`config.mk`:
```
export PLATFORM = sky130hd
export DESIGN_NAME = parking_gate_ctrl
export DESIGN_NICKNAME = d
export VERILOG_FILES = /design/src/rtl/parking_pkg.sv /design/src/rtl/input_debounce.sv /design/src/rtl/parking_gate_ctrl.sv
export SDC_FILE = /design/constraint.sdc
export NUM_CORES = 1
export LEC_CHECK = 0
export BUFFER_PORTS_ARGS = -buffer_cell sky130_fd_sc_hd__buf_2
export CAP_MARGIN = 20
export CORE_ASPECT_RATIO = 0.8
export CORE_UTILIZATION = 23
export CTS_CLUSTER_DIAMETER = 100
export DETAILED_ROUTE_END_ITERATION = 8
export HOLD_SLACK_MARGIN = 0.06
export PLACE_DENSITY = 0.45
export SYNTH_ARGS = -nofsm -noshare
export SYNTH_HDL_FRONTEND = slang
export SYNTH_SLANG_ARGS = --single-unit
```
`constraint.sdc`:
```
create_clock -name clock_50MHz -period 4.5 [get_ports clock_50MHz]
set_input_delay 0.45 -clock clock_50MHz [delete_from_list [all_inputs] [get_ports clock_50MHz]]
set_output_delay 0.45 -clock clock_50MHz [all_outputs]
set_load 0.01 [all_outputs]
```
`src/rtl/parking_pkg.sv`:
```
// Shared types and constants for the car-park controller: gate FSM states,
// counter-width helper and default timing values for a 50 MHz clock.
package parking_pkg;

  typedef enum logic [2:0] {
    IDLE       = 3'd0,
    OPEN       = 3'd1,
    WAIT_CLEAR = 3'd2,
    BLOCKED    = 3'd3,
    FAULT      = 3'd4
  } gate_state_t;

  localparam int DEF_NUM_SLOTS           = 6;
  localparam int DEF_DEBOUNCE_CYCLES     = 50000;
  localparam int DEF_GATE_OPEN_CYCLES    = 150000000;
  localparam int DEF_HOLD_TIMEOUT_CYCLES = 500000000;

  // Bits needed to hold the values 0 .. n-1 (at least one bit).
  function automatic int count_width(input int n);
    return (n < 2) ? 1 : $clog2(n);
  endfunction

endpackage

```
`src/rtl/input_debounce.sv`:
```
// Two-flop synchroniser followed by a stability counter; the output follows
// the synchronised input once it has held for DEBOUNCE_CYCLES cycles.
module input_debounce
  import parking_pkg::*;
#(
  parameter int DEBOUNCE_CYCLES = DEF_DEBOUNCE_CYCLES
) (
  input  logic clk,
  input  logic reset,
  input  logic raw,
  output logic debounced
);

  localparam int CW = count_width(DEBOUNCE_CYCLES);

  logic          sync1;
  logic          sync2;
  logic [CW-1:0] stable_cnt;

  // The count only runs while the synchronised value disagrees with the
  // output, so a bounce back to the old value restarts it from zero.
  always_ff @(posedge clk) begin
    if (reset) begin
      sync1      <= 1'b0;
      sync2      <= 1'b0;
      stable_cnt <= '0;
      debounced  <= 1'b0;
    end else begin
      sync1 <= raw;
      sync2 <= sync1;
      if (sync2 == debounced) begin
        stable_cnt <= '0;
      end else if (stable_cnt == CW'(DEBOUNCE_CYCLES - 1)) begin
        stable_cnt <= '0;
        debounced  <= sync2;
      end else begin
        stable_cnt <= stable_cnt + 1'b1;
      end
    end
  end

endmodule

```
`src/rtl/parking_gate_ctrl.sv`:
```
// Car-park controller: debounced slot/entry sensors, free-space count and the
// entry-gate FSM. Define PARKING_FAULT_EN to add the gate-hold timeout/FAULT state.
module parking_gate_ctrl
  import parking_pkg::*;
#(
  parameter int NUM_SLOTS           = DEF_NUM_SLOTS,
  parameter int DEBOUNCE_CYCLES     = DEF_DEBOUNCE_CYCLES,
  parameter int GATE_OPEN_CYCLES    = DEF_GATE_OPEN_CYCLES,
  parameter int HOLD_TIMEOUT_CYCLES = DEF_HOLD_TIMEOUT_CYCLES
) (
  input  logic                                 clock_50MHz,
  input  logic                                 reset,
  input  logic [NUM_SLOTS-1:0]                 pos,
  input  logic                                 infrared_input,
  output logic [NUM_SLOTS-1:0]                 leds,
  output logic                                 open_gate,
  output logic [count_width(NUM_SLOTS+1)-1:0]  free_count,
  output logic                                 lot_full,
  output logic                                 status_valid,
  output logic                                 denied,
  output logic                                 fault,
  output gate_state_t                          gate_state
);

  localparam int FW = count_width(NUM_SLOTS + 1);
  localparam int TW = count_width(GATE_OPEN_CYCLES);

  logic [NUM_SLOTS:0] raw_all;
  logic [NUM_SLOTS:0] db_all;
  logic               ir;
  logic               ir_prev;
  logic               ir_rise;

  // Bit NUM_SLOTS carries the entry infrared sensor alongside the slots.
  assign raw_all = {infrared_input, pos};

  for (genvar i = 0; i <= NUM_SLOTS; i++) begin : g_db
    input_debounce #(.DEBOUNCE_CYCLES(DEBOUNCE_CYCLES)) u_db (
      .clk       (clock_50MHz),
      .reset     (reset),
      .raw       (raw_all[i]),
      .debounced (db_all[i])
    );
  end

  assign leds    = db_all[NUM_SLOTS-1:0];
  assign ir      = db_all[NUM_SLOTS];
  assign ir_rise = ir & ~ir_prev;

  logic [FW-1:0] occupied;
  logic [FW-1:0] free_prev;

  always_comb begin
    occupied = '0;
    for (int i = 0; i < NUM_SLOTS; i++) begin
      occupied = occupied + FW'(leds[i]);
    end
  end

  always_ff @(posedge clock_50MHz) begin
    if (reset) begin
      free_count <= FW'(NUM_SLOTS);
      free_prev  <= FW'(NUM_SLOTS);
      ir_prev    <= 1'b0;
    end else begin
      free_count <= FW'(NUM_SLOTS) - occupied;
      free_prev  <= free_count;
      ir_prev    <= ir;
    end
  end

  assign lot_full     = (free_count == '0);
  assign status_valid = (free_count != free_prev);

  gate_state_t   state;
  gate_state_t   next_state;
  logic          deny_set;
  logic [TW-1:0] open_timer;
  logic          open_done;

  assign open_done = (open_timer == TW'(GATE_OPEN_CYCLES - 1));

`ifdef PARKING_FAULT_EN
  localparam int HW = count_width(HOLD_TIMEOUT_CYCLES);

  logic [HW-1:0] hold_timer;
  logic          hold_done;
  logic          fault_q;

  assign hold_done = (hold_timer == HW'(HOLD_TIMEOUT_CYCLES - 1));
  assign fault     = fault_q;

  always_ff @(posedge clock_50MHz) begin
    if (reset) begin
      hold_timer <= '0;
      fault_q    <= 1'b0;
    end else begin
      hold_timer <= (state == WAIT_CLEAR && next_state == WAIT_CLEAR) ? hold_timer + 1'b1 : '0;
      if (state == WAIT_CLEAR && next_state == FAULT) fault_q <= 1'b1;
    end
  end
`else
  assign fault = 1'b0;
`endif

  always_ff @(posedge clock_50MHz) begin
    if (reset) begin
      state      <= IDLE;
      open_timer <= '0;
      denied     <= 1'b0;
    end else begin
      state      <= next_state;
      open_timer <= (state == OPEN && next_state == OPEN) ? open_timer + 1'b1 : '0;
      denied     <= deny_set;
    end
  end

  // Admission uses the registered free_count, so a slot freeing in the same
  // cycle as an arrival is only seen one cycle later from BLOCKED.
  always_comb begin
    next_state = state;
    deny_set   = 1'b0;
    case (state)
      IDLE: begin
        if (ir_rise) begin
          if (free_count != '0) begin
            next_state = OPEN;
          end else begin
            next_state = BLOCKED;
            deny_set   = 1'b1;
          end
        end
      end
      OPEN: begin
        if (open_done) next_state = ir ? WAIT_CLEAR : IDLE;
      end
      WAIT_CLEAR: begin
        if (!ir) next_state = IDLE;
`ifdef PARKING_FAULT_EN
        else if (hold_done) next_state = FAULT;
`endif
      end
      BLOCKED: begin
        if (!ir) next_state = IDLE;
        else if (free_count != '0) next_state = OPEN;
      end
`ifdef PARKING_FAULT_EN
      FAULT: begin
        if (!ir) next_state = IDLE;
      end
`endif
      default: next_state = IDLE;
    endcase
  end

  assign open_gate  = (state == OPEN) || (state == WAIT_CLEAR);
  assign gate_state = state;

endmodule

```
# --- Word level (Yosys, flattened, before mapping) ---
# Cells that the tools add are included.
# W data, S select, Z words.
word_totals:
  ff_bits: 172
  output_inout_bits: 17
  word_cells: 110
classes:
  n_addsub: 14
  n_eq_ne: 20
  mux: 9
  bitwise: 12
  reduce_logical: 21
op_table:
  columns: ["op", "n"]
  rows:
  - ["$add A16 B1 Y16 const B", 7]
  - ["$eq A16 B16 Y1 const B", 7]
  - ["$add A28 B1 Y28 const B", 1]
  - ["$eq A28 B28 Y1 const B", 1]
  - ["$reduce_or A3 Y1", 8]
  - ["$mux W3", 5]
  - ["$reduce_and A2 Y1", 7]
  - ["$pmux W3 S4", 1]
  - ["$not A1 Y1", 11]
  - ["$add A3 B1 Y3", 3]
  - ["$eq A1 B1 Y1", 7]
  - ["$eq A3 B1 Y1 const B", 2]
  - ["$eq A3 B2 Y1 const B", 2]
  - ["$logic_not A3 Y1", 2]
  - ["$mux W2", 2]
  - ["$add A2 B1 Y3", 1]
  - ["$ne A3 B3 Y1", 1]
  - ["$reduce_bool A3 Y1", 1]
  - ["$sub A3 B3 Y3 const A", 1]
  - ["$add A1 B1 Y2", 1]
  - ["$reduce_or A2 Y1", 1]
  - ["$and A1 B1 Y1", 1]
  - ["$logic_and A1 B1 Y1", 1]
  - ["$logic_or A1 B1 Y1", 1]
  - ["$mux W1", 1]

# --- Longest topological paths before layout ---
logic_depth:
  depth_word: 8
  ltp_mapped: 10
  mapped_depth_nobuf: 10

# --- By module ---
# A second synthesis with hierarchy kept.
hier_totals:
  hier_cells: 823
  hier_area_um2: 7863.8
modules_own_cells:
  columns: ["module", "instances", "cells_each", "area_per_inst_um2", "seq_area_each_um2"]
  rows:
  - ["input_debounce", 7, 87, 847.1, 380.4]
  - ["parking_gate_ctrl", 1, 214, 1934.4, 780.7]

# --- Worst setup path before layout ---
# OpenSTA, ideal clock, no wires.
synth_timing:
  path_kind: "reg2reg"
  startpoint: "reg g_db[4].u_db.debounced"
  endpoint: "reg free_count[2]"
  arrival_ps: 2001
  required_ps: 4383
  setup_slack_ps: 2382
  stages_incl_launch_ff: 11
  period_less_slack_ps: 2118
  cell_sequence: "dfxtp_1 -> inv_1 -> fa_1 -> inv_1 -> ha_1 -> inv_1 -> fa_1 -> inv_1 -> ha_1 -> xnor2_1 -> nand2b_1"
synth_between:
  elab_chain_cells: 3
synth_lines:
  columns: ["item", "line", "rtl"]
  rows:
  - ["start, declared", "input_debounce.sv:11", "output logic debounced"]
  - ["start signal, assigned", "input_debounce.sv:35", "debounced <= sync2;"]
  - ["$add A3 B1 Y3 (2 in series)", "parking_gate_ctrl.sv:56", "occupied = occupied + FW'(leds[i]);"]
  - ["$sub A3 B3 Y3", "parking_gate_ctrl.sv:66", "free_count <= FW'(NUM_SLOTS) - occupied;"]
  - ["end signal, assigned", "parking_gate_ctrl.sv:62", "free_count <= FW'(NUM_SLOTS);"]
  - ["end signal, assigned", "parking_gate_ctrl.sv:66", null]
  - ["end, declared", "parking_gate_ctrl.sv:17", "output logic [count_width(NUM_SLOTS+1)-1:0] free_count,"]
# No other way between the ends.
# A chain may end at the register's enable or synchronous reset.

# --- Worst setup path in the final report ---
# Ends and elaborated chain as after synthesis.

==> flow_metrics.py <==
metrics = {
    "run_status": {
        "outcome": "complete, no violations",
    },
    "yosys": {
        "synth_ff_type": "dfxtp_1",
        "ys_seq_area_share_pct": 45.4,
        "synth.distinct_cells": 53,
        "syn_area_per_cell_um2": 9.05,
        "yosysTopAreaCellShare_pct": 45.4,
        "ys_async_sr_fraction_pct": 0,
        "synth_edf_count": 0,
        "ys_warn_count": 0,
        "synthTopCellsByCount": "dfxtp_1, nor2_1, xnor2_1",
        "synthCells": 838,
        "synth_largest_area_cell": "dfxtp_1",
        "synth.most_common_cell": "dfxtp_1",
        "synth_area_leaders": "dfxtp_1, xnor2_1, nor2_1, xor2_1, nand3_1",
        "synth-seq-cells": 172,
        "post_synth_instance_area_mm2": 0.00758,
    },
    "timing": {
        "hold_viol": 0,
        "tns_ns": 0,
        "post-route-min-period_ns": 2.18,
        "finalSetupViolCount": 0,
        "max_slew_margin_pct": 56.2,
        "worstMarginPinSlew_ns": 0.656,
        "skew_ns": 0.00954,
        "finalCritPeriodShare_pct": 48.5,
        "maxSlewViolCount": 0,
        "fmax_mhz": 458,
        "rsz0062_at_grt": "false",
    },
    "clock_network": {
        "cts.clk_slew.worst_paths_ns": 0.07,
        "clock_sinks": 172,
        "ctsLongestPathBuffers": 2,
        "cts_resized": 0,
        "post-cts-setup-buffers": 0,
        "cts_tree": "built",
        "cts_buffers": 17,
        "hold_buffers": 0,
        "h-tree-depth": 4,
        "insertion_delay_ns": 0.44,
        "clk_root_buffer_cell": "clkbuf_16",
    },
    "final_layout": {
        "multi_input_area_mm2": 0.00387,
        "n_antenna_cell": 0,
        "layout-drive-gt1-share_pct": 8.09,
        "area_growth_pct": 14.0,
        "finish.net_count": 874,
        "final-seq-area_mm2": 0.00344,
        "n_fill_cell": 3487,
    },
    "power": {
        "p_int_mw": 2.34,
        "finalPower_mw": 2.99,
        "powerDensity_mw_per_mm2": 347,
        "p_clk_share_pct": 47.7,
        "swShare_pct": 22.0,
        "seqPwrFrac_pct": 51.3,
        "ir_drop_uv": 197,
        "p_comb_share_pct": 1.0,
        "p_leak_nw": 2.70,
        "p_switching_uw": 658,
    },
    "die": {
        "pin_count": 26,
        "num_rows": 59,
        "die_h_um": 164,
        "start_util_pct": 23.3,
        "die-area_mm2": 0.0337,
        "core_area_mm2": 0.0325,
        "die_x_um": 205,
    },
    "route": {
        "viasPerCell": 4.29,
        "routed_wl_um": 15100,
        "drt-initial-drc-count": 289,
        "vias": 5547,
        "drt_pass1_iterations": 4,
        "routedWlPerCell_um": 11.7,
        "antenna_left": 0,
        "drc": 0,
    },
    "grt": {
        "antenna_found_initial": 0,
        "grt_pass1_vias": 5103,
        "grt_max_degree": 28,
        "grt_usage_pct": 9.70,
        "grt.overflow.total": 0,
        "grt_pass1_wl_um": 25800,
    },
    "setup_path": {
        "worstPathCellList": "inv_1 > fa_1 > inv_1 > ha_1 > inv_1 > fa_1 > inv_1 > ha_1 > xnor2_1 > nand2b_1",
        "crit_buf_inv": 4,
        "cp.required_ns": 4.84,
        "crit_fanout": 4,
        "crit_family": "adder cells",
        "cp.arrival_ns": 2.52,
        "cp_slowest_stage_delay_ns": 0.49,
        "worst_setup_path_end_kind": "flip-flop",
        "critPathLaunchType": "flip-flop",
        "worst-r2r-setup-slack_ns": 2.32,
        "crit_type": "reg2reg",
        "slowest_stage": "fa_1",
        "critPathMostFrequentCell": "inv_1",
    },
    "worst_hold_path": {
        "hold_class": "in2reg",
    },
    "place": {
        "numPortBuffers": 24,
        "gp_congestion": 0.728,
        "place_hpwl_um": 10500,
    },
    "job": {
        "max-cap-violations": 0,
    },
}
-- worst reg2reg max path, stage by stage (launching register included) --
cell and delay (ns):
dfxtp_1 0.39, inv_1 0.08, fa_1 0.47, inv_1 0.06
ha_1 0.13, inv_1 0.05, fa_1 0.49, inv_1 0.04
ha_1 0.17, xnor2_1 0.15, nand2b_1 0.06
-- sequential cells by signal, indices dropped and copies added (netlist names) --
name	count
free_prev	3
g_db.u_db.stable_cnt	112
free_count	3
g_db.u_db.sync2	7
gate_state	3
g_db.u_db.debounced	7
open_timer	28
ir_prev	1
g_db.u_db.sync1	7
denied	1
-- cell type report --
cell class	instances	area share, %
tap	427	6.18
multi-input combinational	613	44.8
sequential	172	39.9
timing repair buffer	26	1.56
inverter	22	0.956
clock buffer	20	5.29
clock inverter	12	1.32
-- logic make-up (layout without fill, tap and decap cells) --
| family | count (synthesis) | in the layout | share of synthesized area [%] |
|---|---|---|---|
| buffers and inverters | 54 | 80 | 3.53 |
| AOI/OAI and AO/OA | 74 | 74 | 5.84 |
| xor gates and xnor gates | 105 | 105 | 12.1 |
| muxes | 5 | 5 | 0.660 |
| and+or+nand+nor | 414 | 414 | 29.9 |
| DFF | 172 | 172 | 45.4 |
| adders and majority gates | 13 | 13 | 2.44 |
| other | 1 | 2 | 0.0495 |
-- power by group through the flow --
| stage | registers [mW] | clock network, mW | logic (mW) |
|---|---|---|---|
| floorplan | 1.57 | 0 | 0.0211 |
| global placement | 1.57 | 0 | 0.0303 |
| detailed placement | 1.57 | 0 | 0.0300 |
| CTS | 1.54 | 1.50 | 0.0300 |
| global route | 1.54 | 1.55 | 0.0339 |
| finish | 1.54 | 1.43 | 0.0291 |
-- through the flow --
step / instances / cell area [um2] / util [%] / setup slack [ns] / hold WS, ns
floorplan: 839 / 7580 / - / 2.38 / 0.413
global placement: 1260 / 8070 / 24.8 / 2.32 / 0.424
detailed placement: 1260 / 8070 / 24.8 / 2.29 / 0.436
CTS: 1292 / 8640 / 26.6 / 2.30 / 0.188
global route: 1292 / 8640 / 26.6 / 2.14 / 0.210
finish: 1292 / 8640 / 26.6 / 2.32 / 0.219
-- routing by layer --
layer  part of all wire (%)  global-route usage (%)  vias up
met3                    3.6                    2.98       19
met1                     54                    13.5     2517
met5                      0                       0        -
met2                     40                    13.4       48
met4                    1.9                    4.68        0
li1                       -                       -     2963
-- cell usage in the layout (no fill, tap or decap), types with 4 or more instances in the layout --
master	netlist	layout
o31ai_1	16	16
nor3_1	18	18
and4_1	15	15
ha_1	10	10
nor2_1	122	122
mux2i_1	5	5
nand4_1	37	37
a21oi_1	32	32
nand2_1	41	41
or4_1	15	15
or3_1	17	17
nor2b_1	20	20
nand3_1	47	47
nor4bb_1	7	7
buf_2	12	24
dfxtp_1	172	172
and3_1	21	21
xnor2_1	67	67
clkbuf_16	0	17
nand2b_1	4	4
nor4b_1	8	8
xor2_1	38	38
nor4_1	18	18
and2_1	4	4
o21ai_0	17	17
inv_1	22	22
-- final timing paths --
kind | startpoint | endpoint | cells after the start
max | g_db[4].u_db.debounced$_SDFFE_PP0P_ | free_count[2]$_SDFF_PP1_ | 10
min | pos[2] | g_db[2].u_db.sync1$_SDFF_PP0_ | 2
max reg2reg | g_db[4].u_db.debounced$_SDFFE_PP0P_ | free_count[2]$_SDFF_PP1_ | 10
min reg2reg | open_timer[0]$_SDFF_PP0_ | open_timer[0]$_SDFF_PP0_ | 1
Power figures use the tool's default switching activity.
